`config.mk`:
```
export PLATFORM = sky130hd
export DESIGN_NAME = seg7_mux_driver
export DESIGN_NICKNAME = d
export VERILOG_FILES = /design/src/rtl/seg7_mux_driver.sv
export SDC_FILE = /design/constraint.sdc
export NUM_CORES = 1
export LEC_CHECK = 0
export CAP_MARGIN = 20
export CORE_MARGIN = 5
export CORE_UTILIZATION = 58
export CTS_BUF_LIST = sky130_fd_sc_hd__clkbuf_4
export DETAILED_ROUTE_END_ITERATION = 12
export PLACE_DENSITY = 0.83
export SLEW_MARGIN = 5
export SYNTH_ARGS = -nofsm -noshare
export SYNTH_HDL_FRONTEND = slang
export SYNTH_SLANG_ARGS = --single-unit
```
`constraint.sdc`:
```
create_clock -name clk -period 3.8 [get_ports clk]
set_clock_uncertainty 0.2 [all_clocks]
set_input_delay 0.38 -clock clk [delete_from_list [all_inputs] [get_ports clk]]
set_output_delay 0.38 -clock clk [all_outputs]
set_load 0.05 [all_outputs]
```
`src/rtl/seg7_mux_driver.sv`:
```
// Multiplexed 7-segment driver: scans DIGITS digits, one slot of SCAN_DIV cycles each,
// with an anti-ghost blank at the start of every slot, per-digit blink and enable.
// Latency: anode/segment are pure decodes of registered state; new data shows from the next frame.
// Backpressure: ready=0 while an update is pending; load is ignored until the pending update
// commits at the next frame end.
//
// Ports:
//   clk, rst     sole clock (rising edge), synchronous active-high reset
//   data_in      4 bits per digit, digit0 in [3:0]
//   point_in     decimal point per digit (1 = lit)
//   blink_in     blink enable per digit
//   enable_in    digit enable (0 = dark)
//   load/ready   update handshake, accepted when both are 1
//   segment      {dp,g,f,e,d,c,b,a}, active-low
//   anode        digit select, active-low, at most one bit low
//   frame_tick   one-cycle pulse in the last cycle of each frame
module seg7_mux_driver #(
    parameter int DIGITS       = 4,
    parameter int SCAN_DIV     = 50000,
    parameter int BLANK_CYC    = 64,
    parameter int BLINK_FRAMES = 32
) (
    input  logic                  clk,
    input  logic                  rst,
    input  logic [4*DIGITS-1:0]   data_in,
    input  logic [DIGITS-1:0]     point_in,
    input  logic [DIGITS-1:0]     blink_in,
    input  logic [DIGITS-1:0]     enable_in,
    input  logic                  load,
    output logic                  ready,
    output logic [7:0]            segment,
    output logic [DIGITS-1:0]     anode,
    output logic                  frame_tick
);

    localparam int SW = $clog2(SCAN_DIV);
    localparam int IW = $clog2(DIGITS);
    // +1 keeps the width at least one bit when BLINK_FRAMES is 1
    localparam int FW = $clog2(BLINK_FRAMES + 1);

    localparam logic [SW-1:0] SLOT_LAST   = SW'(SCAN_DIV - 1);
    localparam logic [SW-1:0] BLANK_START = SW'(BLANK_CYC);
    localparam logic [IW-1:0] IDX_LAST    = IW'(DIGITS - 1);
    localparam logic [FW-1:0] FRM_LAST    = FW'(BLINK_FRAMES - 1);

    // Scan state
    logic [SW-1:0] slot_q, slot_d;
    logic [IW-1:0] idx_q, idx_d;
    logic [FW-1:0] frm_q, frm_d;
    logic          phase_q, phase_d;

    // Pending update (valid flag doubles as ~ready)
    logic                pend_vld_q, pend_vld_d;
    logic [4*DIGITS-1:0] pend_data_q, pend_data_d;
    logic [DIGITS-1:0]   pend_point_q, pend_point_d;
    logic [DIGITS-1:0]   pend_blink_q, pend_blink_d;
    logic [DIGITS-1:0]   pend_en_q, pend_en_d;

    // Active (displayed) contents, only ever updated at frame end
    logic [4*DIGITS-1:0] act_data_q, act_data_d;
    logic [DIGITS-1:0]   act_point_q, act_point_d;
    logic [DIGITS-1:0]   act_blink_q, act_blink_d;
    logic [DIGITS-1:0]   act_en_q, act_en_d;

    assign frame_tick = (idx_q == IDX_LAST) && (slot_q == SLOT_LAST);
    assign ready      = ~pend_vld_q;

    // Segment pattern for one nibble, bits {g,f,e,d,c,b,a}, active-low
    function automatic logic [6:0] hex_seg(input logic [3:0] nib);
        logic [6:0] s;
        case (nib)
            4'h0: s = 7'h40;
            4'h1: s = 7'h79;
            4'h2: s = 7'h24;
            4'h3: s = 7'h30;
            4'h4: s = 7'h19;
            4'h5: s = 7'h12;
            4'h6: s = 7'h02;
            4'h7: s = 7'h78;
            4'h8: s = 7'h00;
            4'h9: s = 7'h10;
            4'hA: s = 7'h08;
            4'hB: s = 7'h03;
            4'hC: s = 7'h46;
            4'hD: s = 7'h21;
            4'hE: s = 7'h06;
            default: s = 7'h0E;
        endcase
        return s;
    endfunction

    always_comb begin
        slot_d       = slot_q;
        idx_d        = idx_q;
        frm_d        = frm_q;
        phase_d      = phase_q;
        pend_vld_d   = pend_vld_q;
        pend_data_d  = pend_data_q;
        pend_point_d = pend_point_q;
        pend_blink_d = pend_blink_q;
        pend_en_d    = pend_en_q;
        act_data_d   = act_data_q;
        act_point_d  = act_point_q;
        act_blink_d  = act_blink_q;
        act_en_d     = act_en_q;

        // DIGITS need not be a power of two, so the index wraps explicitly
        if (slot_q == SLOT_LAST) begin
            slot_d = '0;
            idx_d  = (idx_q == IDX_LAST) ? '0 : idx_q + IW'(1);
        end else begin
            slot_d = slot_q + SW'(1);
        end

        if (frame_tick) begin
            if (frm_q == FRM_LAST) begin
                frm_d   = '0;
                phase_d = ~phase_q;
            end else begin
                frm_d = frm_q + FW'(1);
            end
        end

        // Commit and capture are mutually exclusive: capture needs ready (no pending),
        // commit needs a pending update. A capture in a frame_tick cycle therefore waits
        // for the following frame end.
        if (frame_tick && pend_vld_q) begin
            act_data_d  = pend_data_q;
            act_point_d = pend_point_q;
            act_blink_d = pend_blink_q;
            act_en_d    = pend_en_q;
            pend_vld_d  = 1'b0;
        end else if (load && !pend_vld_q) begin
            pend_data_d  = data_in;
            pend_point_d = point_in;
            pend_blink_d = blink_in;
            pend_en_d    = enable_in;
            pend_vld_d   = 1'b1;
        end
    end

    always_ff @(posedge clk) begin
        if (rst) begin
            slot_q       <= '0;
            idx_q        <= '0;
            frm_q        <= '0;
            phase_q      <= 1'b1;
            pend_vld_q   <= 1'b0;
            pend_data_q  <= '0;
            pend_point_q <= '0;
            pend_blink_q <= '0;
            pend_en_q    <= '0;
            act_data_q   <= '0;
            act_point_q  <= '0;
            act_blink_q  <= '0;
            act_en_q     <= '1;
        end else begin
            slot_q       <= slot_d;
            idx_q        <= idx_d;
            frm_q        <= frm_d;
            phase_q      <= phase_d;
            pend_vld_q   <= pend_vld_d;
            pend_data_q  <= pend_data_d;
            pend_point_q <= pend_point_d;
            pend_blink_q <= pend_blink_d;
            pend_en_q    <= pend_en_d;
            act_data_q   <= act_data_d;
            act_point_q  <= act_point_d;
            act_blink_q  <= act_blink_d;
            act_en_q     <= act_en_d;
        end
    end

    // Output decode from registered state only
    always_comb begin
        logic [3:0] nib;
        logic       pt;
        logic       bl;
        logic       en;
        nib = '0;
        pt  = 1'b0;
        bl  = 1'b0;
        en  = 1'b0;
        for (int i = 0; i < DIGITS; i++) begin
            if (idx_q == IW'(i)) begin
                nib = act_data_q[i*4 +: 4];
                pt  = act_point_q[i];
                bl  = act_blink_q[i];
                en  = act_en_q[i];
            end
        end

        anode   = '1;
        segment = 8'hFF;
        // Dark during the blank window, when disabled, or in the off half of a blink
        if ((slot_q >= BLANK_START) && en && !(bl && !phase_q)) begin
            for (int i = 0; i < DIGITS; i++) begin
                if (idx_q == IW'(i)) begin
                    anode[i] = 1'b0;
                end
            end
            segment = {~pt, hex_seg(nib)};
        end
    end

endmodule

```
Yosys cells after proc, flatten, opt, wreduce, memory -nomap -nowiden
Memory sizes are Yosys's and may differ from the RTL's.
Cells that the tools add are included.
{"block": "op_classes", "add_sub_neg": 3, "mul": 0, "div": 0, "n_lt_le_gt_ge": 1, "n_eq_ne": 5, "n_shift": 0, "muxes": 24, "n_bitwise": 4, "n_reduce_logical": 14}
{"operator": "$mux W4", "count": 5}
{"operator": "$add A16 B1 Y16 const B", "count": 1}
{"operator": "$eq A16 B16 Y1 const B", "count": 1}
{"operator": "$ge A16 B7 Y1 const B", "count": 1}
{"operator": "$mux W1", "count": 16}
{"operator": "$mux W8", "count": 1}
{"operator": "$add A6 B1 Y6 const B", "count": 1}
{"operator": "$eq A6 B5 Y1 const B", "count": 1}
{"operator": "$logic_and A1 B1 Y1", "count": 6}
{"operator": "$mux W6", "count": 1}
{"operator": "$eq A2 B2 Y1 const B", "count": 2}
{"operator": "$not A1 Y1", "count": 4}
{"operator": "$reduce_and A2 Y1", "count": 2}
{"operator": "$reduce_or A2 Y1", "count": 2}
{"operator": "$logic_not A1 Y1", "count": 3}
{"operator": "$add A2 B1 Y2 const B", "count": 1}
{"operator": "$eq A2 B1 Y1 const B", "count": 1}
{"operator": "$logic_not A2 Y1", "count": 1}
{"operator": "$mux W2", "count": 1}
{"block": "word_totals", "regBits": 82, "latchBits": 0, "ram_bits": 0, "rom_bits": 112, "inputBits": 31, "mem_count": 1}
{"memory": "(name not given)", "words": 16, "width": 7, "read_ports": 1, "rd_clocked_by_memory_dff": 0, "write_ports": 0, "line_no": "71", "source": "case (nib)"}

Depth between registers and ports, before layout
Gate-level depths: netlist (run 1).
{"block": "logic_depth", "word_depth": 9, "depth_mapped": 11}

Worst setup path before layout (run 1)
OpenSTA, ideal clock, no wires.
{"block": "synth_timing", "path_kind": "reg2out", "from": "register idx_q[1]", "to": "output port segment[3]", "arrival_time_ns": 3.251, "required_time_ns": 3.220, "slack_ns": -0.031, "stages_incl_launch_ff": 11, "n_path_buf": 1, "cell_sequence": "dfxtp_1 inv_1 ha_1 clkbuf_1 nand3b_1 a221oi_1 inv_1 ha_1 nor2_1 a211oi_1 o21ai_0"}
{"block": "synth_between", "elab_chain_cells": 9, "elab_cells_between_ends": 22, "classes_between": "eq/ne (3); mux (13); reduce/logical (5); memory (1)"}
{"item": "start, declared", "line_no": "48", "source": "logic [IW-1:0] idx_q, idx_d;"}
{"item": "start signal, assigned", "line_no": "159", "source": "idx_q <= idx_d;"}
{"item": "parallel branches: the longest is 8 deep, another holds $mem_v2 Z16 W7"}
{"item": "$mux W8 (*)", "line_no": "196", "source": "if ((slot_q >= BLANK_START) && en && !(bl && !phase_q)) begin"}
{"item": "end, declared", "line_no": "31", "source": "output logic [7:0] segment,"}
Every way passes the cells marked *.

Worst setup path after layout (run 1)
{"block": "layout_timing", "from": "register idx_q[0]", "to": "output port segment[3]"}
The elaborated chain is that of the path after synthesis.

==> results of run 1 <==
==> registers in the layout, indices dropped and copies added, names as in the netlist <==
name          flops
pend_vld_q        1
pend_en_q         4
act_blink_q       4
pend_blink_q      4
act_data_q       16
phase_q           1
slot_q           16
act_en_q          4
frm_q             6
idx_q             2
act_point_q       4
pend_point_q      4
pend_data_q      16
==> per-stage QoR <==
step	cells	hold slack, ns	util [%]	area [µm²]
6_report	595	0.1304	69.34	4378
5_1_grt	595	0.1201	69.34	4378
4_1_cts	593	0.1051	69.03	4358
3_5_place_dp	577	0.2468	66.75	4214
3_3_place_gp	577	0.2345	66.75	4214
2_1_floorplan	473	0.2266	-	3736
==> final cells by class <==
type                    count  area (µm²)
clock buffers               9       67.56
inverters                  14       52.55
flip-flops and latches     82        1642
repair buffers             54       505.5
multi-input cells         352        1938
well taps                  77       96.34
fillers                   528        1936
clock inverters             7       76.32
==> placed cells by master, fill, tap and decap left out, types with 2 or more instances in the layout <==
master and n:
inv_6 2, dfxtp_1 82, nor3b_1 3, nand3_1 6, clkbuf_4 9, nor2b_1 3
buf_12 2, a21oi_1 61, nand2_1 142, buf_4 20, inv_1 14, o221ai_1 3
and3_1 2, nand2b_1 3, and4_1 4, ha_1 12, clkdlybuf4s50_1 31, a311oi_1 3
nor2_1 32, xor2_1 8, o211ai_1 4, o21ai_0 5, nor3_2 2, mux2i_1 7
ha_2 2, a211oi_1 2, nand4_1 5, nand3b_1 11, clkinv_2 2, nor3_1 5
or4_1 3, xnor2_1 6
==> kinds of logic after synthesis <==
logic type	Yosys count	share of synthesized area [%]
muxes	9	2.478
adders and majority gates	14	4.689
buffers and inverters	39	4.387
xor gates and xnor gates	14	3.282
and+or+nand+nor	229	28.10
AOI/OAI and AO/OA	86	13.13
DFF	82	43.94
==> critical path, delay by kind of cell (launching register included) <==
family | cells | cell delay [ns]
compound gates | 3 | 0.66
fa+ha+maj | 2 | 0.65
buf+inv | 4 | 0.56
flops | 1 | 0.42
simple gates | 2 | 0.25
==> power groups by stage <==
stage               clock, mW  combinational [mW]  sequential, mW
global route            0.583              0.0989           0.896
detailed placement          0              0.0894           0.911
global placement            0              0.0866           0.910
floorplan                   0              0.0511           0.908
CTS                     0.540              0.0896           0.892
finish                  0.527              0.0887           0.893
==> what timing repair did <==
item | 4_1_cts | 5_1_grt
setup buffers | 0 | 2
endpoints found under the setup margin | 0 | 6
resized for setup | 0 | 2
hold endpoints to repair | 0 | 0
==> routing by layer <==
layer / vias up / global-route usage (%) / wire (µm)
li1: 1668 / - / -
met1: 1513 / 24.70 / 3662
met2: 67 / 34.02 / 3914
met3: 17 / 5.833 / 380
met4: 0 / 8.189 / 175
met5: - / 0 / 0
==> how the worst min path moves through the flow <==
stage	from	endpoint	slack (ns)
after floorplan	act_data_q[9]$_SDFFE_PP0P_	act_data_q[9]$_SDFFE_PP0P_	0.23
after global routing	rst	slot_q[2]$_SDFF_PP0_	0.12
after CTS	rst	frm_q[0]$_SDFFE_PP0N_	0.11
after global placement	act_data_q[9]$_SDFFE_PP0P_	act_data_q[9]$_SDFFE_PP0P_	0.23
after detailed placement	pend_en_q[0]$_SDFFE_PP0P_	pend_en_q[0]$_SDFFE_PP0P_	0.25
final	rst	frm_q[0]$_SDFFE_PP0N_	0.13
==> cell usage after synthesis, types with 2 or more instances <==
library cell / number
nand3b_1: 11
and3_1: 2
dfxtp_1: 82
o21ai_0: 6
nand2_1: 142
o221ai_1: 3
a211oi_1: 2
nor3_1: 5
clkbuf_1: 19
or4_1: 3
xnor2_1: 6
and4_1: 4
buf_1: 2
inv_1: 14
nor2_1: 32
buf_2: 2
a21oi_1: 61
nor3b_1: 3
nor2b_1: 4
nand3_1: 6
buf_6: 2
nor3_2: 2
nand2b_1: 3
mux2i_1: 7
nand4_1: 5
ha_1: 14
a311oi_1: 3
o211ai_1: 4
xor2_1: 8
==> impl_metrics.ini, run 1 <==
[layout]
nets = 558
area_growth_pct = 17.18
drive_gt1_share_pct = 9.459
n_antenna_cell = 0

[pwr]
ir_drop_mv = 0.2572
p_comb_share_pct = 5.9
p_per_area_nw_per_um2 = 344.5
p_int_mw = 1.131
pwr-share-clk_pct = 34.9
total_power_mw = 1.508
switching_share_pct = 25.00
power_frac_seq_pct = 59.2
leakage_nw = 1.563
switchingPower_mw = 0.3770

[cts]
numCtsBuffers = 9
cts_tree = built
clk_latency_ns = 0.45
cts-hold-fix-buffers = 0
htreeDepth = 3
clockBufferDepth = 2
cts-root-buf = clkbuf_4
clk_transition_reported_paths_ns = 0.13
clock-sinks = 82

[grt]
grt_max_degree = 48
antenna_found_initial = 0
track_usage_pct = 20.41
grt_first_pass_wirelength_mm = 13.83
overflow = 0
grt_pass1_vias = 3110

[sta]
maxSlewViolCount = 0
min_period_ns = 3.554
finalSetupViolCount = 0
max_clock_freq_mhz = 281.4
rsz0062_at_grt = false
hold_viol_final = 0
slew_headroom_pct = 33.48
min_period_over_period_pct = 93.53
worst_pin_slew_ns = 0.9933
setup_tns_ns = 0
layout_setup_ws_ns = 0.2457

[synth]
yosysUniqueCellTypes = 45
synth_edf_count = 0
yosys.area.top_type = dfxtp_1
synth_fp_nets = 518
ys_async_sr_fraction_pct = 0
yosysSeqAreaShare_pct = 43.94
syn_inst = 473
avgSynthCellArea_um2 = 7.899
syn_area_um2 = 3736
synth_flop_cell = dfxtp_1
synth-seq-cells = 82
synth_top_area_share_pct = 43.94
ys_warn_count = 0
synth_area_leaders = dfxtp_1, nand2_1, a21oi_1

[die]
die-height_um = 90.26
io_pins = 45
core-area_um2 = 6314
initial_utilization_pct = 59.18
num_rows = 29
die_w_um = 90.26
dieArea_um2 = 8147

[setup_path]
critPathCaptureType = output port
cp_max_fo = 11
max_stage_delay_ns = 0.42
slowest_stage = dfxtp_1
worstSetupPathType = reg -> out
rrSetupSlack_ns = 1.29
crit_start = idx_q[0]$_SDFFE_PP0N_
r2r_start = slot_q[12]$_SDFF_PP0_
start_kind = register
worstPathArrival_ns = 2.97
rr_worst_depth = 5
crit_end = segment[3]
crit_chain = inv_1, ha_1, nor3b_1, a221oi_1, buf_4, inv_1, ha_1, nor2_1, a211oi_1, o21ai_1, buf_12
rr_endpoint = frm_q[5]$_SDFFE_PP0N_
required_ns = 3.22

[min_path]
hp-class = in -> reg
worstHoldPathCells = 2

[detailed_routing]
routedWlPerCell_um = 13.67
dr.pass1.iters = 4
drtIter0Drc = 159
viasPerCell = 5.487
dr_total_vias = 3265
drc = 0
wl_mm = 8.132
drtAntennaViolNets = 0

[placement]
globalplace.congestion = 0.8462
place_ws_ns = 0.6031
port_buffers = 44
dp_hpwl_mm = 5.623

[job]
drv_cap = 0

[outcome]
outcome = completed
(Power assumes the default switching activity.)
==> inputs of run 2 (changes only) <==
CORE_ASPECT_RATIO = 1.5   (was unset)
==> run 2 against run 1 <==
Effect of this change:
- first-iteration DRC count is 10% lower
- design area increased by 1.3%
- final cell count down 1.0%
==> impl_metrics.ini, run 2 (synthesis results as in run 1) <==
[sta]
hold_slack_ns = 0.2045
maxSlewViolCount = 0
worst_pin_slew_ns = 1.045
min_period_ns = 3.503
min_period_over_period_pct = 92.19
setup_tns_ns = 0
hold_viol_final = 0
slew_headroom_pct = 30.03
max_clock_freq_mhz = 285.4
rsz0062_at_grt = false
finalSetupViolCount = 0

[die]
die_w_um = 75.53
dieArea_um2 = 8180
initial_utilization_pct = 60.08
num_rows = 35
core-area_um2 = 6218
die-height_um = 108.3
io_pins = 45

[placement]
dpl-instance-area_um2 = 4265
placedCellCount = 573
dp_hpwl_mm = 5.571
globalplace.congestion = 0.8719
port_buffers = 44

[detailed_routing]
drtAntennaViolNets = 0
drtIter0Drc = 143
routedWlPerCell_um = 13.33
drc = 0
wl_mm = 7.853
viasPerCell = 5.477
dr_total_vias = 3226
dr.pass1.iters = 4

[cts]
clockBufferDepth = 2
cts-root-buf = clkbuf_4
htreeDepth = 3
cts_tree = built
postCtsSetupBuffers = 0
numCtsBuffers = 9
clock-sinks = 82
clk_latency_ns = 0.42
clk_transition_reported_paths_ns = 0.13

[layout]
n_antenna_cell = 0
drive_gt1_share_pct = 8.738
finalNonFillerCells = 589
finalInstanceArea_um2 = 4436
reg.largest.list = act_data_q (16), pend_data_q (16), slot_q (16)
layout_commonest_cell = nand2_1
area_growth_pct = 18.72
nets = 555
mostFrequentLayoutCells = nand2_1, dfxtp_1, a21oi_1
finalCoreUtilization_pct = 71.33

[pwr]
p_int_mw = 1.197
p_comb_share_pct = 5.7
ir_drop_mv = 0.2387
leakage_nw = 1.594
power_frac_seq_pct = 57.1
switching_share_pct = 23.43
switchingPower_mw = 0.3662
p_per_area_nw_per_um2 = 352.3
pwr-share-clk_pct = 37.2

[setup_path]
start_kind = register
rr_worst_depth = 5
required_ns = 3.22
worstSetupPathType = reg -> out
rrSetupSlack_ns = 1.13
cp_max_fo = 6
r2r_start = slot_q[12]$_SDFF_PP0_
rr_endpoint = act_data_q[13]$_SDFFE_PP0P_
critPathCaptureType = output port
worstPathArrival_ns = 2.92

[grt]
grt.busiest_layer = met2
track_usage_pct = 20.01
grt_pass1_vias = 3030
antenna_found_initial = 0
grtUsageMet2_pct = 35.11
overflow = 0
met3_usage_pct = 4.837
grt_first_pass_wirelength_mm = 12.94
gr-usage-met1_pct = 22.50
grt_max_degree = 43

[min_path]
hp-class = in -> reg
hp-start = rst
min_to = frm_q[1]$_SDFFE_PP0N_
worstHoldPathCells = 2

[outcome]
outcome = completed

[job]
drv_cap = 0
run 2: power by group through the flow:
stage                     logic (mW)  clock network (mW)  registers (mW)
final                         0.0887               0.581           0.893
after global routing          0.0987               0.635           0.896
after CTS                     0.0899               0.595           0.893
after detailed placement      0.0892                   0           0.912
after global placement        0.0875                   0           0.911
after floorplan               0.0511                   0           0.908
run 2: what timing repair did:
item,in CTS,in global routing
gates resized for setup,0,1
hold buffers,0,0
setup endpoints to repair,0,2
run 2: per-layer routing:
layer / wire, µm / up-vias
met5: 0 / -
met4: 144 / 0
met3: 355 / 11
met2: 4228 / 73
met1: 3126 / 1486
li1: - / 1656
run 2: metrics by stage:
stage / setup slack, ns / power [mW]
after CTS: 0.2140 / 1.577
after detailed placement: 0.7159 / 1.001
after global routing: 0.09064 / 1.629
after global placement: 0.7799 / 0.9981
after floorplan: 0.2636 / 0.9590
final: 0.2966 / 1.563
run 2: final cells by class:
cell class | count | area [µm²]
flip-flops and latches | 82 | 1642
clock buffers | 9 | 67.56
fillers | 484 | 1783
inverters | 14 | 52.55
well taps | 74 | 92.59
repair buffers | 51 | 545.5
multi-input cells | 352 | 1936
clock inverters | 7 | 100.1
run 2: worst max-delay path by stage:
| stage | from | endpoint | slack, ns | cells past startpoint |
|---|---|---|---|---|
| detailed placement | idx_q[0]$_SDFFE_PP0N_ | segment[6] | 0.72 | 11 |
| global placement | idx_q[0]$_SDFFE_PP0N_ | segment[1] | 0.78 | 10 |
| CTS | idx_q[0]$_SDFFE_PP0N_ | segment[6] | 0.21 | 11 |
| finish | slot_q[0]$_SDFF_PP0_ | frame_tick | 0.30 | 5 |
| floorplan | idx_q[0]$_SDFFE_PP0N_ | segment[0] | 0.26 | 8 |
| global route | idx_q[0]$_SDFFE_PP0N_ | segment[6] | 0.09 | 12 |
run 2: worst max-delay path, cell delays in order, from the launching register on:
cell,delay [ns]
dfxtp_1,0.41
ha_1,0.22
nand4_1,0.23
or3_1,0.40
nor3_2,0.36
clkdlybuf4s50_1,0.89
